## src/rtl/fp_add_normalize.sv

```systemverilog
// Signed-magnitude fraction adder with a one-bit-per-cycle renormaliser.
// Sits after operand alignment; both operands share in_1's exponent.
module fp_add_normalize #(
    parameter int EXP_W  = 8,
    parameter int FRAC_W = 18
) (
    input  logic                      clk,
    input  logic                      rst,
    input  logic                      in_valid,
    output logic                      in_ready,
    input  logic [EXP_W+FRAC_W:0]     in_1,
    input  logic [EXP_W+FRAC_W:0]     in_2,
    output logic                      out_valid,
    input  logic                      out_ready,
    output logic [EXP_W+FRAC_W:0]     out,
    output logic                      out_zero,
    output logic                      out_overflow
);

    localparam int W = 1 + EXP_W + FRAC_W;
    localparam logic [EXP_W-1:0] EXP_MAX = {1'b0, {(EXP_W-1){1'b1}}};
    localparam logic [EXP_W-1:0] EXP_MIN = {1'b1, {(EXP_W-1){1'b0}}};

    // Handshakes: a transfer happens on a rising edge where valid and ready
    // are both high; valid never drops before that edge and the payload
    // stays constant while valid is high.

    typedef enum logic [1:0] {IDLE, ADD, NORM, DONE} state_t;

    state_t              state, state_next;
    logic                s1_q, s2_q, s1_next, s2_next;
    logic [FRAC_W-1:0]   f1_q, f2_q, f1_next, f2_next;
    logic [FRAC_W:0]     sum_q, sum_next;
    logic [EXP_W-1:0]    exp_q, exp_next;
    logic                sign_q, sign_next;
    logic [W-1:0]        out_q, out_next;
    logic                zero_q, zero_next;
    logic                ovf_q, ovf_next;
    logic                valid_q, valid_next;

    // in_2's exponent equals in_1's after alignment, so it is never read.
    logic unused_in_2_exp;
    assign unused_in_2_exp = ^in_2[W-2:FRAC_W];

    always_comb begin
        state_next = state;
        s1_next    = s1_q;
        s2_next    = s2_q;
        f1_next    = f1_q;
        f2_next    = f2_q;
        sum_next   = sum_q;
        exp_next   = exp_q;
        sign_next  = sign_q;
        out_next   = out_q;
        zero_next  = zero_q;
        ovf_next   = ovf_q;
        valid_next = valid_q;
        case (state)
            IDLE: begin
                if (in_valid) begin
                    s1_next    = in_1[W-1];
                    s2_next    = in_2[W-1];
                    f1_next    = in_1[FRAC_W-1:0];
                    f2_next    = in_2[FRAC_W-1:0];
                    exp_next   = in_1[W-2:FRAC_W];
                    zero_next  = 1'b0;
                    ovf_next   = 1'b0;
                    state_next = ADD;
                end
            end
            ADD: begin
                if (s1_q == s2_q) begin
                    sum_next  = {1'b0, f1_q} + {1'b0, f2_q};
                    sign_next = s1_q;
                end else if (f1_q >= f2_q) begin
                    sum_next  = {1'b0, f1_q - f2_q};
                    sign_next = s1_q;
                end else begin
                    sum_next  = {1'b0, f2_q - f1_q};
                    sign_next = s2_q;
                end
                state_next = NORM;
            end
            NORM: begin
                if (sum_q == '0) begin
                    out_next   = {1'b0, EXP_MIN, {FRAC_W{1'b0}}};
                    zero_next  = 1'b1;
                    state_next = DONE;
                end else if (sum_q[FRAC_W] && exp_q == EXP_MAX) begin
                    out_next   = {sign_q, EXP_MAX, {FRAC_W{1'b1}}};
                    ovf_next   = 1'b1;
                    state_next = DONE;
                end else if (sum_q[FRAC_W]) begin
                    sum_next = sum_q >> 1;
                    exp_next = exp_q + EXP_W'(1);
                end else if (!sum_q[FRAC_W-1] && exp_q == EXP_MIN) begin
                    // Exponent floor reached: the value leaves as a denormal.
                    out_next   = {sign_q, exp_q, sum_q[FRAC_W-1:0]};
                    state_next = DONE;
                end else if (!sum_q[FRAC_W-1]) begin
                    sum_next = sum_q << 1;
                    exp_next = exp_q - EXP_W'(1);
                end else begin
                    out_next   = {sign_q, exp_q, sum_q[FRAC_W-1:0]};
                    state_next = DONE;
                end
            end
            DONE: begin
                // First DONE cycle raises out_valid; the result is already held.
                if (!valid_q) begin
                    valid_next = 1'b1;
                end else if (out_ready) begin
                    valid_next = 1'b0;
                    state_next = IDLE;
                end
            end
            default: state_next = IDLE;
        endcase
    end

    always_ff @(posedge clk) begin
        if (rst) begin
            state   <= IDLE;
            s1_q    <= 1'b0;
            s2_q    <= 1'b0;
            f1_q    <= '0;
            f2_q    <= '0;
            sum_q   <= '0;
            exp_q   <= '0;
            sign_q  <= 1'b0;
            out_q   <= '0;
            zero_q  <= 1'b0;
            ovf_q   <= 1'b0;
            valid_q <= 1'b0;
        end else begin
            state   <= state_next;
            s1_q    <= s1_next;
            s2_q    <= s2_next;
            f1_q    <= f1_next;
            f2_q    <= f2_next;
            sum_q   <= sum_next;
            exp_q   <= exp_next;
            sign_q  <= sign_next;
            out_q   <= out_next;
            zero_q  <= zero_next;
            ovf_q   <= ovf_next;
            valid_q <= valid_next;
        end
    end

    assign in_ready     = (state == IDLE);
    assign out_valid    = valid_q;
    assign out          = out_q;
    assign out_zero     = zero_q;
    assign out_overflow = ovf_q;

endmodule

```

## config.mk

```make
export PLATFORM = sky130hd
export DESIGN_NAME = fp_add_normalize
export DESIGN_NICKNAME = d
export VERILOG_FILES = /design/src/rtl/fp_add_normalize.sv
export SDC_FILE = /design/constraint.sdc
export NUM_CORES = 1
export LEC_CHECK = 0
export CORE_MARGIN = 4
export CORE_UTILIZATION = 57
export CTS_CLUSTER_DIAMETER = 30
export DETAILED_ROUTE_END_ITERATION = 12
export PLACE_DENSITY = 0.88
export SYNTH_ARGS = -nofsm -noshare
export SYNTH_HDL_FRONTEND = slang
export SYNTH_SLANG_ARGS = --single-unit
```

## constraint.sdc

```tcl
create_clock -name clk -period 3.9 [get_ports clk]
set_input_delay 0.78 -clock clk [delete_from_list [all_inputs] [get_ports clk]]
set_output_delay 0.78 -clock clk [all_outputs]
set_load 0.005 [all_outputs]
```

---- After elaboration in Yosys (flattened, before gate mapping) ----
Cells that the tools add are included.
Widths: inputs -> output; s select.
cells by class
  bitwise gates (word level) .............. 0
  shift-type cells ........................ 0
  reductions and logical operators ........ 17
  div/mod/pow operators ................... 0
  $mul .................................... 0
  multiplexer cells ....................... 39
  $lt $le $gt $ge ......................... 1
  add/sub/neg operators ................... 5
  equality and inequality tests ........... 18
operators by type and width
  cell                 number
  $mux 27              5
  $mux 18              4
  $mux 19              3
  $mux 8               6
  $pmux 19 s2          1
  $sub 18x18->18       2
  $add 18x18->19       1
  $logic_not 19->1     1
  $ge 18x18->1         1
  $mux 2               8
  $pmux 8 s2           1
  $ne 2x2->1 const B   7
  $reduce_and 5->1     2
  $reduce_and 3->1     3
  $add 8x1->8 const B  1
  $eq 8x7->1 const B   1
  $eq 8x8->1 const B   1
  $mux 1               8
  $pmux 2 s4           1
  $reduce_and 4->1     2
  $sub 8x1->8 const B  1
  $ne 3x3->1 const B   2
  $reduce_and 6->1     1
  $ne 5x5->1 const B   1
  other kinds (12)     16
word-level totals
  latch bits .............................. 0
  output and inout bits ................... 31
  bits of input ports ..................... 58
  memories ................................ 0
  bits in read-only memories .............. 0
  register bits ........................... 98
  memory bits (writable) .................. 0
  logic and storage cells ................. 94

---- Depth between registers and ports, before layout ----
  word-level depth ........................ 7
  depth in mapped cells ................... 13
  gate-level depth less buffers ........... 12

---- Worst setup path after synthesis ----
OpenSTA, ideal clock, no wires.
  kind .................................... reg2reg
  from .................................... register f1_q[0]
  to ...................................... register sum_q[7]
  arrival ................................. 3.003 ns
  path buffers ............................ 0
  setup slack ............................. 0.767 ns
  stages on the path, launching flop included .. 13
  clock period less this slack ............ 3.133 ns
  cells stage by stage .................... dfxtp_1 > inv_1 > ha_1 > fa_1 > and2b_1 > o2111a_1 > o211ai_1 > a2111oi_2 > nor2_2 > or4_1 > a31oi_1 > xor2_1 > a21oi_1
between the ends
  word-level cells in the longest chain between the ends .. 4
  elaborated cells on any way between the ends .. 7
  classes of those cells .................. add/sub: 3; order compare: 1; mux: 3
RTL lines
  what                                    RTL line  source
  start, declared                         32        logic [FRAC_W-1:0] f1_q, f2_q, f1_next, f2_next;
  start signal, assigned                  139       f1_q <= f1_next;
  $sub 18x18->18 (tied with other cells)  79        sum_next = {1'b0, f2_q - f1_q};
  $mux 18                                 75        end else if (f1_q >= f2_q) begin
  $mux 19 (*)                             72        if (s1_q == s2_q) begin
  $pmux 19 s2 (*)                         58        case (state)
  end signal, assigned                    141       sum_q <= sum_next;
  end, declared                           33        logic [FRAC_W:0] sum_q, sum_next;
Mark *: on every way between the ends. The rest lies on a longest branch, timed or not.
A chain may end at the register's enable or synchronous reset.

---- Worst setup path after layout ----
  from .................................... register f1_q[1]
  to ...................................... register sum_q[4]
Same word-level chain as after synthesis.

==> impl_metrics.ini <==
[status]
status = finished clean

[cells_and_area]
layout-drive-gt1-share_pct = 6.37
n_antenna_cell = 0
finish.instance_area_um2 = 8310
area_delta_synth_final_pct = 18.1
seq_area_um2 = 1960
nFillCells = 1007
final_cells = 1173
multi_input_area_um2 = 4620
layout.nets = 1125

[grt]
grt_pass1_wl_um = 31200
grt-ovfl-total = 0
grt_pass1_vias = 6547
grt_usage_pct = 26.3
antenna_found_initial = 0
grt_max_degree = 45

[cts]
cts_setup_buffers = 0
cts_buffers = 9
cts_resized = 0
clock_path_buffers = 2
cts_root_buf = clkbuf_16
clock-sinks = 98
clkLatencyLatePin_ns = 0.36
h-tree-depth = 3
hold_buffers = 0
cts_tree = done
cts.clk_slew.worst_paths_ns = 0.07

[worst_setup_path]
crit_path_end = sum_q[4]$_SDFFE_PP0P_
path_class = flop to flop
rr_startpoint = f1_q[1]$_SDFFE_PP0P_
worstPathRequired_ns = 4.10
crit_path_max_fanout = 8
endpoint_kind = flop
ff2ff_setup_slack_ns = 0.30
crit_start = f1_q[1]$_SDFFE_PP0P_
worstReg2RegEnd = sum_q[4]$_SDFFE_PP0P_
cp.arrival_ns = 3.80
critPathLaunchType = flop
rr_worst_depth = 11

[yosys]
ys.flop_type = dfxtp_1
async_flop_share_pct = 0
synth_nets = 1063
syn_area_per_cell_um2 = 7.51
synth_common_cells = nand2_1, a21oi_1, dfxtp_1, nor2_1, ha_1
synth-edff-count = 0
ys_types = 71
yosys-top-cells-area = dfxtp_1, ha_1, a21oi_1, nand2_1, nor2_1
yosysMostFrequentCell = nand2_1
yosys_warnings = 0
yosys_register_bits = 98
synth_top_area_cell = dfxtp_1
seq_area_frac_synth_pct = 27.9
synth_area_um2 = 7040
yosysTopAreaCellShare_pct = 27.9
synth_cells = 938

[sta]
skew_ns = 0.0119
rsz0062_at_grt = no
period_minus_slack_ns = 3.60
worst_pin_slew_ns = 0.827
period_share_pct = 92.4
fmax_mhz = 278
fin_tns_setup_ns = 0
hold_violations = 0
drv_slew = 0
maxSlewHeadroom_pct = 44.9
setup_viol = 0

[power_and_ir_drop]
power_frac_comb_pct = 58.7
power_switching_mw = 2.62
seqPwrFrac_pct = 25.9
cellInternalPower_mw = 3.07
max-vdd-ir-drop_mv = 0.440
clock_power_share_pct = 15.4
power_density_nw_per_um2 = 684
swShare_pct = 46.1
power.leakage_nw = 3.25

[floorplanning]
rows = 40
dieArea_um2 = 14200
initial_core_util_pct = 58.4
core_area_um2 = 12100
dieWidth_um = 119
pin_count = 89
die_y_um = 119

[routing]
wl_um = 18400
route.detailed.drc = 0
antenna_left = 0
wire_per_inst_um = 15.7
dr_total_vias = 7020
drt_pass1_iterations = 7
drtIter0Drc = 719
vias_per_cell = 5.98

[hold_path]
hp-class = flop to flop
worstHoldPathCells = 2

[placed_design]
dp_hpwl_um = 13700
place_congestion = 1.01
dpl_cell_area_um2 = 8030
io_buffers = 80
dpl.cell_count = 1157

[flow_run]
drv_cap = 0
[final cells by class]
type / count / area share (%)
multi-input combinational: 724 / 55.6
sequential: 98 / 23.6
timing repair buffer: 110 / 12.3
clock buffer: 10 / 2.87
inverter: 57 / 2.57
tap: 168 / 2.53
clock inverter: 6 / 0.572
[metrics by stage]
step                      utilization [%]  setup slack [ns]  hold slack, ns  total power, mW
final                                68.9             0.297           0.450             5.69
after global routing                 68.9             0.111           0.468             6.13
after CTS                            68.9             0.308           0.452             5.65
after detailed placement             66.6             0.353           0.445             4.76
after global placement               66.6             0.410           0.441             4.69
after floorplan                         -             0.767           0.448             3.83
[per-layer routing]
metal	vias up	wire length [um]	GRT usage (%)
li1	3427	-	-
met1	3275	8150	34.9
met2	282	8570	43.1
met3	36	1380	6.46
met4	0	275	5.79
met5	-	0	0
[worst max-delay path: stages, from the launching register on]
cell and delay (ns):
dfxtp_1 0.44, inv_1 0.16, fa_1 0.46, and2b_1 0.22, o2111a_1 0.19, o211ai_1 0.16, a2111o_1 0.58, nand2_2 0.24
mux2_2 0.37, o41a_1 0.36, nor3_1 0.19, a2111oi_2 0.08
[cells in the final DEF, fill, tap and decap left out, types with 4 or more instances in the layout]
master           count
clkdlybuf4s50_1     79
nor4_1               8
o21ai_0             31
or3_1                4
a31oi_1              7
a211oi_1            18
fa_1                 4
buf_4               30
nor2_1              91
nand4_1              9
a21o_1              18
mux2i_1             29
nor3_1              55
nand2_1            119
a21oi_1            102
ha_1                63
xor2_1               4
a311oi_1             8
dfxtp_1             98
o31ai_1              7
o21a_1               5
nor2b_1              8
nand3_1             20
clkbuf_16            9
nand2b_1             9
o22ai_1              4
xnor2_1             13
inv_1               57
o21bai_1            10
o211ai_1            13
[power by group through the flow]
stage               clock network (mW)  registers (mW)  logic (mW)
floorplan                            0            1.42        2.41
detailed placement                   0            1.49        3.27
CTS                              0.888            1.47        3.29
finish                           0.877            1.47        3.34
global placement                     0            1.48        3.21
global route                     0.921            1.51        3.70
[flip-flops by register name, indices dropped and copies added (netlist names)]
signal	count
out_zero	1
out	27
sum_q	19
exp_q	8
out_valid	1
s1_q	1
s2_q	1
f1_q	18
sign_q	1
state	2
out_overflow	1
f2_q	18
[how the worst min path moves through the flow]
| stage | from | endpoint | slack, ns |
|---|---|---|---|
| after global placement | out[20]$_SDFFE_PP0P_ | out[20]$_SDFFE_PP0P_ | 0.44 |
| after detailed placement | out[19]$_SDFFE_PP0P_ | out[19]$_SDFFE_PP0P_ | 0.44 |
| after global routing | out[19]$_SDFFE_PP0P_ | out[19]$_SDFFE_PP0P_ | 0.47 |
| after CTS | out[19]$_SDFFE_PP0P_ | out[19]$_SDFFE_PP0P_ | 0.45 |
| final | out[19]$_SDFFE_PP0P_ | out[19]$_SDFFE_PP0P_ | 0.45 |
| after floorplan | out[26]$_SDFFE_PP0P_ | out[26]$_SDFFE_PP0P_ | 0.45 |
[cell families (layout without fill, tap and decap cells)]
group / Yosys count / count (layout) / synth area share (%)
AND/OR/NAND/NOR: 350 / 350 / 22.9
multiplexers: 31 / 31 / 4.44
adder cells (fa/ha/maj): 67 / 67 / 12.3
buffers and inverters: 116 / 183 / 6.59
flip-flops: 98 / 98 / 27.9
XOR/XNOR: 17 / 17 / 2.11
AO/OA/AOI/OAI: 259 / 259 / 23.8
Note: power is estimated with default switching activity, not from simulation.
